`config.mk`:
```
export PLATFORM = sky130hd
export DESIGN_NAME = periph_bus_responder
export DESIGN_NICKNAME = d
export VERILOG_FILES = /design/src/rtl/periph_resp_pkg.sv /design/src/rtl/periph_resp_regfile.sv /design/src/rtl/periph_bus_responder.sv
export SDC_FILE = /design/constraint.sdc
export NUM_CORES = 1
export LEC_CHECK = 0
export ABC_AREA = 1
export BUFFER_PORTS_ARGS = -buffer_cell sky130_fd_sc_hd__buf_4
export CAP_MARGIN = 20
export CORE_ASPECT_RATIO = 1.75
export CORE_MARGIN = 2
export CORE_UTILIZATION = 40
export DETAILED_ROUTE_END_ITERATION = 8
export SLEW_MARGIN = 5
export SYNTH_ARGS = -nofsm -noshare
export SYNTH_HDL_FRONTEND = slang
export SYNTH_HIERARCHICAL = 1
export SYNTH_SLANG_ARGS = --single-unit
```
`constraint.sdc`:
```
create_clock -name clk_i -period 2.85 [get_ports clk_i]
set_clock_uncertainty 0.2 [all_clocks]
set_input_delay 0.285 -clock clk_i [delete_from_list [all_inputs] [get_ports clk_i]]
set_output_delay 0.285 -clock clk_i [all_outputs]
set_load 0.03 [all_outputs]
```
`src/rtl/periph_resp_pkg.sv`:
```
// Shared types and helpers for the peripheral-bus responder: FSM states,
// response opcodes, index map helpers and byte-lane merge.
package periph_resp_pkg;

    typedef enum logic [1:0] {IDLE, WAIT, RESP} state_e;

    localparam logic OPC_OK  = 1'b0;
    localparam logic OPC_ERR = 1'b1;
    localparam int   IDX_W   = 6;

    function automatic logic [IDX_W-1:0] IDX_STATUS(input int n);
        return IDX_W'(n);
    endfunction

    function automatic logic [IDX_W-1:0] IDX_CYCLE(input int n);
        return IDX_W'(n + 1);
    endfunction

    // Replace only the byte lanes whose enable is set.
    function automatic logic [31:0] be_merge(input logic [31:0] old_val,
                                             input logic [31:0] new_val,
                                             input logic [3:0]  be);
        logic [31:0] r;
        r = old_val;
        for (int b = 0; b < 4; b++) begin
            if (be[b]) r[8*b +: 8] = new_val[8*b +: 8];
        end
        return r;
    endfunction

endpackage

```
`src/rtl/periph_resp_regfile.sv`:
```
// Byte-enable scratch registers plus a free-running, writable CYCLE counter,
// with a combinational read port that also decodes the read-only status word.
module periph_resp_regfile
    import periph_resp_pkg::*;
#(
    parameter int DATA_WIDTH = 32,
    parameter int BE_WIDTH   = DATA_WIDTH / 8,
    parameter int N_REGS     = 8
) (
    input  logic                         clk_i,
    input  logic                         rst_ni,
    input  logic                         we,
    input  logic [IDX_W-1:0]             widx,
    input  logic [DATA_WIDTH-1:0]        wdata,
    input  logic [BE_WIDTH-1:0]          be,
    input  logic [IDX_W-1:0]             ridx,
    input  logic [DATA_WIDTH-1:0]        status,
    output logic [DATA_WIDTH-1:0]        rdata,
    output logic                         hit,
    output logic                         ro,
    output logic [N_REGS*DATA_WIDTH-1:0] regs
);

    logic [DATA_WIDTH-1:0] regs_q [N_REGS];
    logic [DATA_WIDTH-1:0] cycle_q;

    always_ff @(posedge clk_i or negedge rst_ni) begin
        if (!rst_ni) begin
            for (int i = 0; i < N_REGS; i++) regs_q[i] <= '0;
            cycle_q <= '0;
        end else begin
            for (int i = 0; i < N_REGS; i++) begin
                if (we && widx == IDX_W'(i)) regs_q[i] <= be_merge(regs_q[i], wdata, be);
            end
            // A write to CYCLE takes the place of that cycle's increment.
            if (we && widx == IDX_CYCLE(N_REGS)) cycle_q <= be_merge(cycle_q, wdata, be);
            else                                 cycle_q <= cycle_q + 1'b1;
        end
    end

    always_comb begin
        rdata = '0;
        hit   = 1'b0;
        ro    = 1'b0;
        for (int i = 0; i < N_REGS; i++) begin
            if (ridx == IDX_W'(i)) begin
                rdata = regs_q[i];
                hit   = 1'b1;
            end
        end
        if (ridx == IDX_STATUS(N_REGS)) begin
            rdata = status;
            hit   = 1'b1;
            ro    = 1'b1;
        end
        if (ridx == IDX_CYCLE(N_REGS)) begin
            rdata = cycle_q;
            hit   = 1'b1;
        end
    end

    always_comb begin
        regs = '0;
        for (int i = 0; i < N_REGS; i++) regs[i*DATA_WIDTH +: DATA_WIDTH] = regs_q[i];
    end

endmodule

```
`src/rtl/periph_bus_responder.sv`:
```
// Target end of the peripheral bus: grants requests, answers after a fixed
// LATENCY with one r_valid pulse per grant, backed by periph_resp_regfile.
module periph_bus_responder
    import periph_resp_pkg::*;
#(
    parameter int ADDR_WIDTH = 32,
    parameter int DATA_WIDTH = 32,
    parameter int BE_WIDTH   = DATA_WIDTH / 8,
    parameter int ID_WIDTH   = 5,
    parameter int N_REGS     = 8,
    parameter int LATENCY    = 1
) (
    input  logic                         clk_i,
    input  logic                         rst_ni,
    input  logic                         req_i,
    input  logic [ADDR_WIDTH-1:0]        add_i,
    input  logic                         wen_i,
    input  logic [DATA_WIDTH-1:0]        wdata_i,
    input  logic [BE_WIDTH-1:0]          be_i,
    input  logic [ID_WIDTH-1:0]          id_i,
    output logic                         gnt_o,
    output logic                         r_valid_o,
    output logic [DATA_WIDTH-1:0]        r_rdata_o,
    output logic                         r_opc_o,
    output logic [ID_WIDTH-1:0]          r_id_o,
    input  logic [DATA_WIDTH-1:0]        status_i,
    output logic [N_REGS*DATA_WIDTH-1:0] regs_o
);

    localparam int CNT_W = (LATENCY > 2) ? $clog2(LATENCY - 1) : 1;

    state_e                state;
    logic [CNT_W-1:0]      cnt;
    logic [IDX_W-1:0]      idx;
    logic [DATA_WIDTH-1:0] rf_rdata;
    logic                  rf_hit;
    logic                  rf_ro;
    logic                  we;
    logic [DATA_WIDTH-1:0] rsp_rdata;
    logic                  rsp_opc;
    logic [DATA_WIDTH-1:0] pend_rdata;
    logic                  pend_opc;
    logic [ID_WIDTH-1:0]   pend_id;
    logic                  unused_addr;

    assign idx         = add_i[7:2];
    assign unused_addr = ^{add_i[ADDR_WIDTH-1:8], add_i[1:0]};

    assign gnt_o = req_i & (state == IDLE || state == RESP);
    assign we    = gnt_o & ~wen_i & rf_hit & ~rf_ro;

    // Reads are sampled here, before any write in the same cycle commits.
    assign rsp_rdata = (wen_i && rf_hit) ? rf_rdata : '0;
    assign rsp_opc   = (!rf_hit || (!wen_i && rf_ro)) ? OPC_ERR : OPC_OK;

    periph_resp_regfile #(
        .DATA_WIDTH (DATA_WIDTH),
        .BE_WIDTH   (BE_WIDTH),
        .N_REGS     (N_REGS)
    ) u_regfile (
        .clk_i  (clk_i),
        .rst_ni (rst_ni),
        .we     (we),
        .widx   (idx),
        .wdata  (wdata_i),
        .be     (be_i),
        .ridx   (idx),
        .status (status_i),
        .rdata  (rf_rdata),
        .hit    (rf_hit),
        .ro     (rf_ro),
        .regs   (regs_o)
    );

    always_ff @(posedge clk_i or negedge rst_ni) begin
        if (!rst_ni) begin
            state      <= IDLE;
            cnt        <= '0;
            pend_rdata <= '0;
            pend_opc   <= OPC_OK;
            pend_id    <= '0;
            r_valid_o  <= 1'b0;
            r_rdata_o  <= '0;
            r_opc_o    <= OPC_OK;
            r_id_o     <= '0;
        end else begin
            r_valid_o <= 1'b0;
            case (state)
                IDLE, RESP: begin
                    if (gnt_o) begin
                        if (LATENCY == 1) begin
                            state     <= RESP;
                            r_valid_o <= 1'b1;
                            r_rdata_o <= rsp_rdata;
                            r_opc_o   <= rsp_opc;
                            r_id_o    <= id_i;
                        end else begin
                            state      <= WAIT;
                            cnt        <= CNT_W'(LATENCY - 2);
                            pend_rdata <= rsp_rdata;
                            pend_opc   <= rsp_opc;
                            pend_id    <= id_i;
                        end
                    end else begin
                        state <= IDLE;
                    end
                end
                WAIT: begin
                    if (cnt == '0) begin
                        state     <= RESP;
                        r_valid_o <= 1'b1;
                        r_rdata_o <= pend_rdata;
                        r_opc_o   <= pend_opc;
                        r_id_o    <= pend_id;
                    end else begin
                        cnt <= cnt - 1'b1;
                    end
                end
                default: state <= IDLE;
            endcase
        end
    end

endmodule

```
==> results of run 1 <==
## worst register-to-register path, delay by kind of cell, from the launching register on
| kind | cells | cell delay, ps |
|---|---|---|
| AND/OR/NAND/NOR | 8 | 1450 |
| buffers and inverters | 1 | 150 |
| flip-flops | 1 | 490 |
## per-layer routing
layer	vias to the layer above	routed length [µm]
li1	7504	-
met1	7557	22700
met2	620	33200
met3	157	3640
met4	0	3740
met5	-	0
## through the flow
| step | power [mW] | setup slack (ps) | instances | area (µm²) |
|---|---|---|---|---|
| finish | 10.4 | 289 | 3003 | 21200 |
| global route | 10.7 | 116 | 3003 | 21200 |
| CTS | 10.5 | 344 | 3003 | 21200 |
| detailed placement | 5.94 | -7.15 | 2900 | 19600 |
| global placement | 5.92 | -13.7 | 2900 | 19600 |
| floorplan | 5.41 | 1.01 | 2026 | 15800 |
## cell families (layout without fill, tap and decap cells)
logic type,Yosys count,after routing,synth area share
AO/OA/AOI/OAI,367,367,0.120
XOR/XNOR,14,14,0.00779
adder cells (fa/ha/maj),1,1,0.000795
buffers and inverters,221,708,0.0584
flip-flops,327,327,0.520
multiplexers,1,1,0.000636
AND/OR/NAND/NOR,1095,1095,0.292
## cell usage in the layout (no fill, tap or decap), drive strengths merged, types with 12 or more instances in the layout
| cell | n |
|---|---|
| nand4 | 53 |
| clkbuf | 54 |
| dlygate4sd3 | 45 |
| nor3 | 22 |
| o21ai | 334 |
| a21oi | 22 |
| nand3 | 87 |
| dfrtp | 327 |
| xor2 | 12 |
| or2 | 17 |
| nand2 | 769 |
| nor2 | 137 |
| inv | 134 |
| buf | 470 |
## how the worst min path moves through the flow
stage                startpoint                  to  depth (start not counted)
finish              status_i[3]        r_rdata_o[3]                          5
global route        wdata_i[21]  u_regfile/regs[21]                          3
CTS                 wdata_i[31]  u_regfile/regs[95]                          3
detailed placement       rst_ni   u_regfile/regs[4]                          1
global placement         rst_ni  u_regfile/regs[36]                          1
floorplan                rst_ni           r_id_o[0]                          0
## registers in the layout, indices dropped and copies added (netlist names)
signal / flops
u_regfile/regs: 256
r_opc_o: 1
r_id_o: 5
r_valid_o: 1
u_regfile/cycle_q: 32
r_rdata_o: 32
## power breakdown
part / leakage [nW] / internal [mW] / switching [mW]
Sequential: 4.47 / 4.75 / 0.132
Clock: 0.542 / 2.60 / 1.88
Combinational: 5.39 / 0.358 / 0.667
## area by class of cell
type / instances / area, µm²
Inverter: 135 / 507
Timing Repair Buffer: 515 / 4060
Clock inverter: 4 / 26.3
Tap cell: 490 / 613
Multi-Input combinational cell: 1478 / 6700
Sequential cell: 327 / 8180
Fill cell: 3764 / 17900
Clock buffer: 54 / 1080
==> impl_metrics.py, run 1 <==
metrics = {
    "route": {
        "drt_iter0_drc": 1224,
        "via_per_inst": 5.27,
        "vias": 15800,
        "drc": 0,
        "routedWlPerCell_um": 21.1,
        "drt_wl_total_um": 63300,
        "first_pass_iters": 7,
        "drtAntennaViolNets": 0,
    },
    "setup_path": {
        "cp-startpoint": "wen_i",
        "slowest_delay_ps": 570,
        "cp_cell_sequence": "dlygate4sd3_1 -> buf_4 -> nor3_2 -> inv_2 -> nor2_4 -> nand3_4 -> inv_2 -> buf_4 -> nand3_1 -> dlygate4sd3_1 -> nand3_1",
        "cp.depth": 11,
        "end_kind": "flip-flop",
        "cp_num_buf_inv": 6,
        "rr_worst_depth": 9,
        "rrSetupSlack_ps": 450,
        "critPathKind": "primary input to flip-flop",
        "path_max_fanout": 34,
        "reg2reg_from": "u_regfile/cycle_q[19]",
        "r2r_end": "u_regfile/cycle_q[31]",
        "cp-start-kind": "primary input",
        "arrival_ps": 2830,
        "endpoint": "u_regfile/cycle_q[23]",
        "required_ps": 3120,
        "crit_slowest_cell": "dlygate4sd3_1",
        "critPathTopFamily": "buffers and inverters",
    },
    "logic_synthesis": {
        "synth_top_cell_by_area": "dfrtp_1",
        "async_reset_ff_frac": 1.00,
        "synth_edf_count": 0,
        "syn-num-nets": 2136,
        "synth.most_common_cell": "nand2_1",
        "synth_cell_type_count": 38,
        "synth_area_leaders": "dfrtp_1, nand2_1, o21ai_0, nor2_1, inv_1",
        "synth_warnings": 6,
        "synth_top_area_share": 0.520,
        "ys_seq_elements": 327,
        "syn_area_per_cell_um2": 7.77,
        "synthFlopType": "dfrtp_1",
        "syn_inst": 2026,
        "ys_seq_area_frac": 0.520,
        "synth_area_mm2": 0.0157,
        "synth_commonest_cells": "nand2_1, dfrtp_1, o21ai_0, nor2_1, inv_1",
    },
    "floorplan": {
        "initial_core_util": 0.403,
        "core-area_mm2": 0.0390,
        "row_count": 96,
        "num_io_pins": 405,
        "die_h_um": 266,
        "fp.dieW_um": 154,
        "die-area_mm2": 0.0410,
    },
    "timing": {
        "finalSetupViolCount": 0,
        "fmax_ghz": 0.390,
        "fin_tns_setup_ps": 0,
        "finalCriticalPeriod_ps": 2560,
        "slew_headroom": 0.534,
        "rsz0062_at_grt": "no",
        "hold_viol": 0,
        "period_share": 0.899,
        "slew_violations": 0,
        "whs_ps": 7.00,
        "worst_slew_pin_slew_ps": 699,
    },
    "clock_network": {
        "cts-resized-gates": 0,
        "clock_path_buffers": 3,
        "cts_tree": "yes",
        "root_buffer": "clkbuf_16",
        "clock_latency_ps": 530,
        "postCtsSetupBuffers": 0,
        "clkSinkCount": 327,
        "ctsHoldBuffers": 45,
        "cts_made_buffers": 34,
        "cts_max_level": 2,
        "path_clk_slew_ps": 60,
    },
    "place": {
        "gp_congestion": 0.963,
        "io_buffers": 378,
        "place_hpwl_um": 48200,
    },
    "global_route": {
        "grt_max_degree": 85,
        "grt_usage": 0.305,
        "grt-busiest-layer": "met2",
        "use_met1": 0.335,
        "overflow": 0,
        "grt_pass1_vias": 15400,
        "grtUsageMet3": 0.0515,
        "antenna_found_initial": 0,
        "globalRouteMet2Util": 0.556,
        "grt_first_pass_wirelength_um": 94300,
    },
    "outcome": {
        "status": "finished, final reports clean",
    },
    "run": {
        "drv_cap": 0,
    },
    "power_and_ir_drop": {
        "p_leak_nw": 10.4,
        "p_per_area_mw_per_mm2": 491,
        "ir_drop_mv": 0.494,
    },
    "finish": {
        "nNetsFinal": 2601,
        "post-route-util": 0.542,
        "syn_to_final_growth_pct": 34.5,
        "antenna_cells": 0,
        "drive_above_1_share": 0.232,
    },
    "hold_path": {
        "hold_path_class": "primary input to flip-flop",
    },
}
Note: power is estimated with default switching activity, not from simulation.
==> run 2: changes to the inputs <==
CORE_ASPECT_RATIO = 1.25   (was 1.75)
==> run 2 against run 1 <==
Net effect:
- setup slack got worse by 44 ps
- total power rose by 4.2%
- critical path depth increased by 6
- sequential share of layout area fell by 0.10 points
- worst hold slack hardly changed
- cell area increased by 0.27%
- global-route usage fell by 0.70 points
- non-clock buffer count decreased by 16
- via count shrank 1.2%
- sequential cell count is the same
- maximum frequency down 1.7%
- largest cell class unchanged
==> impl_metrics.py, run 2 (synthesis gave the netlist of run 1 again) <==
metrics = {
    "floorplan": {
        "die_h_um": 226,
        "core-area_mm2": 0.0390,
        "die-area_mm2": 0.0410,
        "row_count": 81,
        "fp.dieW_um": 181,
        "num_io_pins": 405,
        "initial_core_util": 0.403,
    },
    "setup_path": {
        "rrSetupSlack_ps": 600,
        "arrival_ps": 2870,
        "reg2reg_from": "u_regfile/cycle_q[7]",
        "critPathKind": "primary input to flip-flop",
        "cp-start-kind": "primary input",
        "cp_num_buf_inv": 7,
        "critPathTopFamily": "buffers and inverters",
        "rr_worst_depth": 10,
        "r2r_end": "u_regfile/cycle_q[18]",
        "cp_cell_sequence": "buf_4 -> inv_1 -> nor2_2 -> nand3_1 -> inv_1 -> nor3_1 -> nand4_1 -> nand2_4 -> nor3_2 -> inv_2 -> nor2_4 -> nand3_4 -> clkinv_2 -> buf_12 -> nand3_1 -> dlygate4sd3_1 -> nand3_1",
        "end_kind": "flip-flop",
        "crit_slowest_cell": "dlygate4sd3_1",
        "required_ps": 3120,
        "path_max_fanout": 21,
        "cpMostUsedCell": "nand3_1",
        "slowest_delay_ps": 550,
    },
    "clock_network": {
        "cts_tree": "yes",
        "cts_made_buffers": 36,
        "path_clk_slew_ps": 60,
        "clock_path_buffers": 3,
        "clock_latency_ps": 550,
        "cts_max_level": 2,
        "clkSinkCount": 327,
        "root_buffer": "clkbuf_16",
    },
    "place": {
        "dpl-instance-area_mm2": 0.0195,
        "dp_slack_ps": -179,
        "io_buffers": 378,
        "gp_congestion": 0.951,
        "dp_cells": 2889,
        "place_hpwl_um": 46600,
    },
    "timing": {
        "finalCriticalPeriod_ps": 2600,
        "finalSetupViolCount": 0,
        "hold_viol": 0,
        "fmax_ghz": 0.384,
        "worst_slew_pin_slew_ps": 635,
        "slew_violations": 0,
        "fin_tns_setup_ps": 0,
        "slew_headroom": 0.576,
        "period_share": 0.914,
        "worst_slack_ps": 245,
        "rsz0062_at_grt": "no",
    },
    "power_and_ir_drop": {
        "power_frac_clock": 0.454,
        "ir_drop_mv": 0.438,
        "p_leak_nw": 10.4,
        "pwr-share-seq": 0.451,
        "p_per_area_mw_per_mm2": 510,
        "p_sw_mw": 2.76,
        "p_comb_frac": 0.094,
        "switching_share": 0.255,
        "p_int_mw": 8.06,
    },
    "finish": {
        "mostFrequentLayoutCell": "nand2_1",
        "syn_to_final_growth_pct": 34.9,
        "post-route-util": 0.544,
        "drive_above_1_share": 0.228,
        "final_cell_area_mm2": 0.0212,
        "final_cell_mix": "nand2_1, buf_4, dfrtp_1",
        "largest_reg_flops": 256,
        "stdcell_count": 3003,
        "nNetsFinal": 2587,
    },
    "run": {
        "drv_cap": 0,
    },
    "route": {
        "first_pass_iters": 6,
        "drt_iter0_drc": 1301,
        "drt_wl_total_um": 61600,
        "via_per_inst": 5.21,
        "drc": 0,
        "drtAntennaViolNets": 0,
        "wl_met2_um": 31000,
        "drt-met1-wl_um": 23600,
        "routed.top_layer": "met5",
        "routedWlPerCell_um": 20.5,
        "vias": 15600,
        "route.met3.wl_um": 4710,
    },
    "global_route": {
        "grt_max_degree": 60,
        "antenna_found_initial": 3,
        "grt_first_pass_wirelength_um": 92200,
        "overflow": 0,
        "grt_pass1_vias": 15100,
        "grt_usage": 0.298,
    },
    "hold_path": {
        "hold_start": "status_i[7]",
        "hold-path-endpoint": "r_rdata_o[7]",
        "whs_path_depth": 5,
        "hold_path_class": "primary input to flip-flop",
    },
    "outcome": {
        "status": "finished, final reports clean",
    },
}
-- run 2: changes by cell type in the layout (fill, tap and decap cells not counted), sizes merged, moves of 2 or more --
cell / before / now
buf: 470 / 452
diode: 0 / 2
dlygate4sd3: 45 / 47
bufinv: 0 / 3
clkinv: 4 / 8
-- run 2: per-layer routing --
layer  global-route usage  up-vias
met1                0.355     7489
li1                     -     7470
met3               0.0685      118
met4                0.120        2
met5                    0        -
met2                0.519      563
-- run 2: cell type report --
| class | count | area, µm² |
|---|---|---|
| Inverter | 135 | 508 |
| Timing Repair Buffer | 499 | 3970 |
| Fill cell | 3727 | 17800 |
| Antenna cell | 2 | 5.00 |
| Clock inverter | 9 | 131 |
| Multi-Input combinational cell | 1478 | 6700 |
| Tap cell | 498 | 623 |
| Clock buffer | 55 | 1100 |
| Sequential cell | 327 | 8180 |
-- run 2: tightest hold or removal path, stage by stage --
cell and delay, ps:
buf_4 80, nand2_1 40, nand4_1 120, nand2_1 80, o21ai_2 110
-- run 2: repair_timing --
item | in CTS | in global routing
endpoints found under the hold margin | 359 | 0
setup buffers | 0 | 1
hold buffers | 47 | 0
setup endpoints to repair | 0 | 2
resized for setup | 0 | 1
-- run 2: how the worst max path moves through the flow --
stage,end,from,slack [ps],depth (start not counted)
floorplan,u_regfile/regs[86],add_i[3],1,16
global placement,u_regfile/cycle_q[22],add_i[4],-90,17
detailed placement,u_regfile/regs[59],add_i[4],-180,16
CTS,u_regfile/cycle_q[23],add_i[4],80,17
global route,u_regfile/cycle_q[23],add_i[4],70,17
finish,u_regfile/cycle_q[17],add_i[4],250,17
-- run 2: stage by stage --
stage                     total power, mW  hold slack (ps)
after CTS                            10.9             1.96
after global routing                 11.2             24.1
after detailed placement             5.94             70.4
after floorplan                      5.41             -211
after global placement               5.93             66.5
final                                10.8             6.78
-- run 2: power by group through the flow --
stage | clock network, mW | logic, mW | registers, mW
4_1_cts | 4.98 | 1.03 | 4.88
6_report | 4.91 | 1.02 | 4.88
5_1_grt | 5.18 | 1.12 | 4.90
3_3_place_gp | 0 | 0.969 | 4.96
3_5_place_dp | 0 | 0.977 | 4.96
2_1_floorplan | 0 | 0.378 | 5.03
==> run 3: changes to the inputs <==
ABC_CLOCK_PERIOD_IN_PS = 2850   (was default)
HOLD_SLACK_MARGIN = 0.12   (was default)
==> run 3 against run 2 <==
Net effect:
- core utilization rose by 1.6 points
- first-iteration DRC count shrank 1.4%
- sequential power is essentially flat
- maximum frequency fell by 7.1%
- cell area grew 3.0%
- critical path type unchanged
- critical endpoint is now r_rdata_o[5]
- largest power group unchanged
- highest routed layer unchanged
==> impl_metrics.py, run 3 (synthesis gave the netlist of run 1 again) <==
metrics = {
    "outcome": {
        "status": "finished, final reports clean",
    },
    "clock_network": {
        "root_buffer": "clkbuf_16",
        "clock_path_buffers": 3,
        "clock_latency_ps": 550,
        "cts_tree": "yes",
        "clkSinkCount": 327,
        "cts_max_level": 2,
        "path_clk_slew_ps": 60,
        "cts_made_buffers": 36,
    },
    "finish": {
        "syn_to_final_growth_pct": 38.9,
        "nNetsFinal": 2649,
        "drive_above_1_share": 0.225,
        "stdcell_count": 3065,
        "nFillCells": 3658,
        "mostFrequentLayoutCell": "nand2_1",
        "post-route-util": 0.560,
        "largest_reg_flops": 256,
        "final_cell_mix": "nand2_1, buf_4, dfrtp_1",
        "final_cell_area_mm2": 0.0219,
    },
    "floorplan": {
        "initial_core_util": 0.403,
        "core-area_mm2": 0.0390,
        "fp.dieW_um": 181,
        "num_io_pins": 405,
        "die_h_um": 226,
        "row_count": 81,
        "die-area_mm2": 0.0410,
    },
    "power_and_ir_drop": {
        "ir_drop_mv": 0.441,
        "power_frac_clock": 0.452,
        "power.total_mw": 10.9,
        "p_per_area_mw_per_mm2": 498,
        "p_sw_mw": 2.78,
        "p_leak_nw": 10.6,
        "switching_share": 0.256,
        "pwr-share-seq": 0.449,
        "p_int_mw": 8.10,
        "p_comb_frac": 0.099,
    },
    "place": {
        "dpl-instance-area_mm2": 0.0195,
        "gp_congestion": 0.951,
        "io_buffers": 378,
        "dp_slack_ps": -179,
        "dp_cells": 2889,
        "place_hpwl_um": 46600,
    },
    "timing": {
        "hold_viol": 0,
        "worst_slack_ps": 44.8,
        "period_share": 0.984,
        "worst_slew_pin_slew_ps": 640,
        "finalCriticalPeriod_ps": 2810,
        "fmax_ghz": 0.356,
        "finalSetupViolCount": 0,
        "slew_violations": 0,
        "slew_headroom": 0.573,
        "rsz0062_at_grt": "no",
    },
    "setup_path": {
        "cp-start-kind": "primary input",
        "arrival_ps": 3010,
        "crit_slowest_cell": "dlygate4sd3_1",
        "end_kind": "flip-flop",
        "cp_cell_sequence": "buf_4 -> inv_1 -> nor2_2 -> nand3_1 -> buf_4 -> clkinvlp_4 -> buf_4 -> nand2_1 -> nand3_1 -> nor2_1 -> nand2_1 -> nor2_1 -> nand4_1 -> nand2_1 -> dlygate4sd3_1 -> o21ai_1",
        "slowest_delay_ps": 540,
        "required_ps": 3060,
        "critPathKind": "primary input to flip-flop",
        "path_max_fanout": 21,
    },
    "route": {
        "drtAntennaViolNets": 0,
        "drc": 0,
        "routedWlPerCell_um": 20.5,
        "first_pass_iters": 6,
        "vias": 16000,
        "via_per_inst": 5.21,
        "drt_wl_total_um": 62700,
        "drt_iter0_drc": 1283,
    },
    "hold_path": {
        "hold_path_class": "primary input to flip-flop",
    },
    "global_route": {
        "overflow": 0,
        "grt_pass1_vias": 15400,
        "grt_max_degree": 58,
        "grt_first_pass_wirelength_um": 93900,
        "antenna_found_initial": 3,
        "grt_usage": 0.303,
    },
    "run": {
        "drv_cap": 0,
    },
}
## run 3: changes by cell type in the layout (fill, tap and decap cells not counted)
cell	change
inv_4	+1
clkinvlp_4	+1
inv_1	-1
clkinv_2	-1
dlygate4sd3_1	+58
buf_4	+3
buf_16	+1
## run 3: area by class of cell
class	instances	area (µm²)	area share
sequential	327	8180	0.374
multi-input combinational	1478	6700	0.306
timing repair buffer	561	4600	0.211
clock buffer	55	1100	0.0505
tap	498	623	0.0285
inverter	135	513	0.0235
clock inverter	9	131	0.00601
antenna	2	5.00	0.000229
## run 3: per-stage QoR
stage / hold slack (ps) / TNS [ps]
global placement: 66.5 / -4260
CTS: 131 / 0
floorplan: -211 / 0
global route: 133 / 0
finish: 134 / 0
detailed placement: 70.4 / -13000
## run 3: repair_timing
action / in CTS / in global routing
buffers inserted: 0 / 4
endpoints found under the setup margin: 0 / 6
resized for setup: 0 / 3
hold buffers: 106 / 0
endpoints found under the hold margin: 640 / 0
## run 3: critical path, delay by kind of cell
family          cells  cell delay, ps
compound gates      1              60
simple gates        9             960
buf+inv             6            1670
## run 3: power by group through the flow
stage / clock network (mW) / registers, mW / logic, mW
2_1_floorplan: 0 / 5.03 / 0.378
3_3_place_gp: 0 / 4.96 / 0.969
3_5_place_dp: 0 / 4.96 / 0.977
4_1_cts: 4.98 / 4.88 / 1.08
5_1_grt: 5.18 / 4.90 / 1.18
6_report: 4.92 / 4.88 / 1.08
## run 3: metal layers
layer | vias up | routed length, µm | GRT usage
met1 | 7614 | 24200 | 0.361
met4 | 2 | 2420 | 0.119
met2 | 622 | 31400 | 0.532
li1 | 7609 | - | -
met5 | - | 14 | 0
met3 | 119 | 4720 | 0.0685
## run 3: final timing paths
check	startpoint	endpoint	slack (ps)	depth (start not counted)
min	status_i[20]	r_rdata_o[20]	130	5
min in group asynchronous	rst_ni	u_regfile/regs[240]	550	3
max in group asynchronous	rst_ni	u_regfile/regs[96]	1290	4
max reg2reg	u_regfile/regs[94]	r_rdata_o[30]	510	9
max	add_i[3]	r_rdata_o[5]	40	16
min reg2reg	r_id_o[1]	r_id_o[1]	270	2
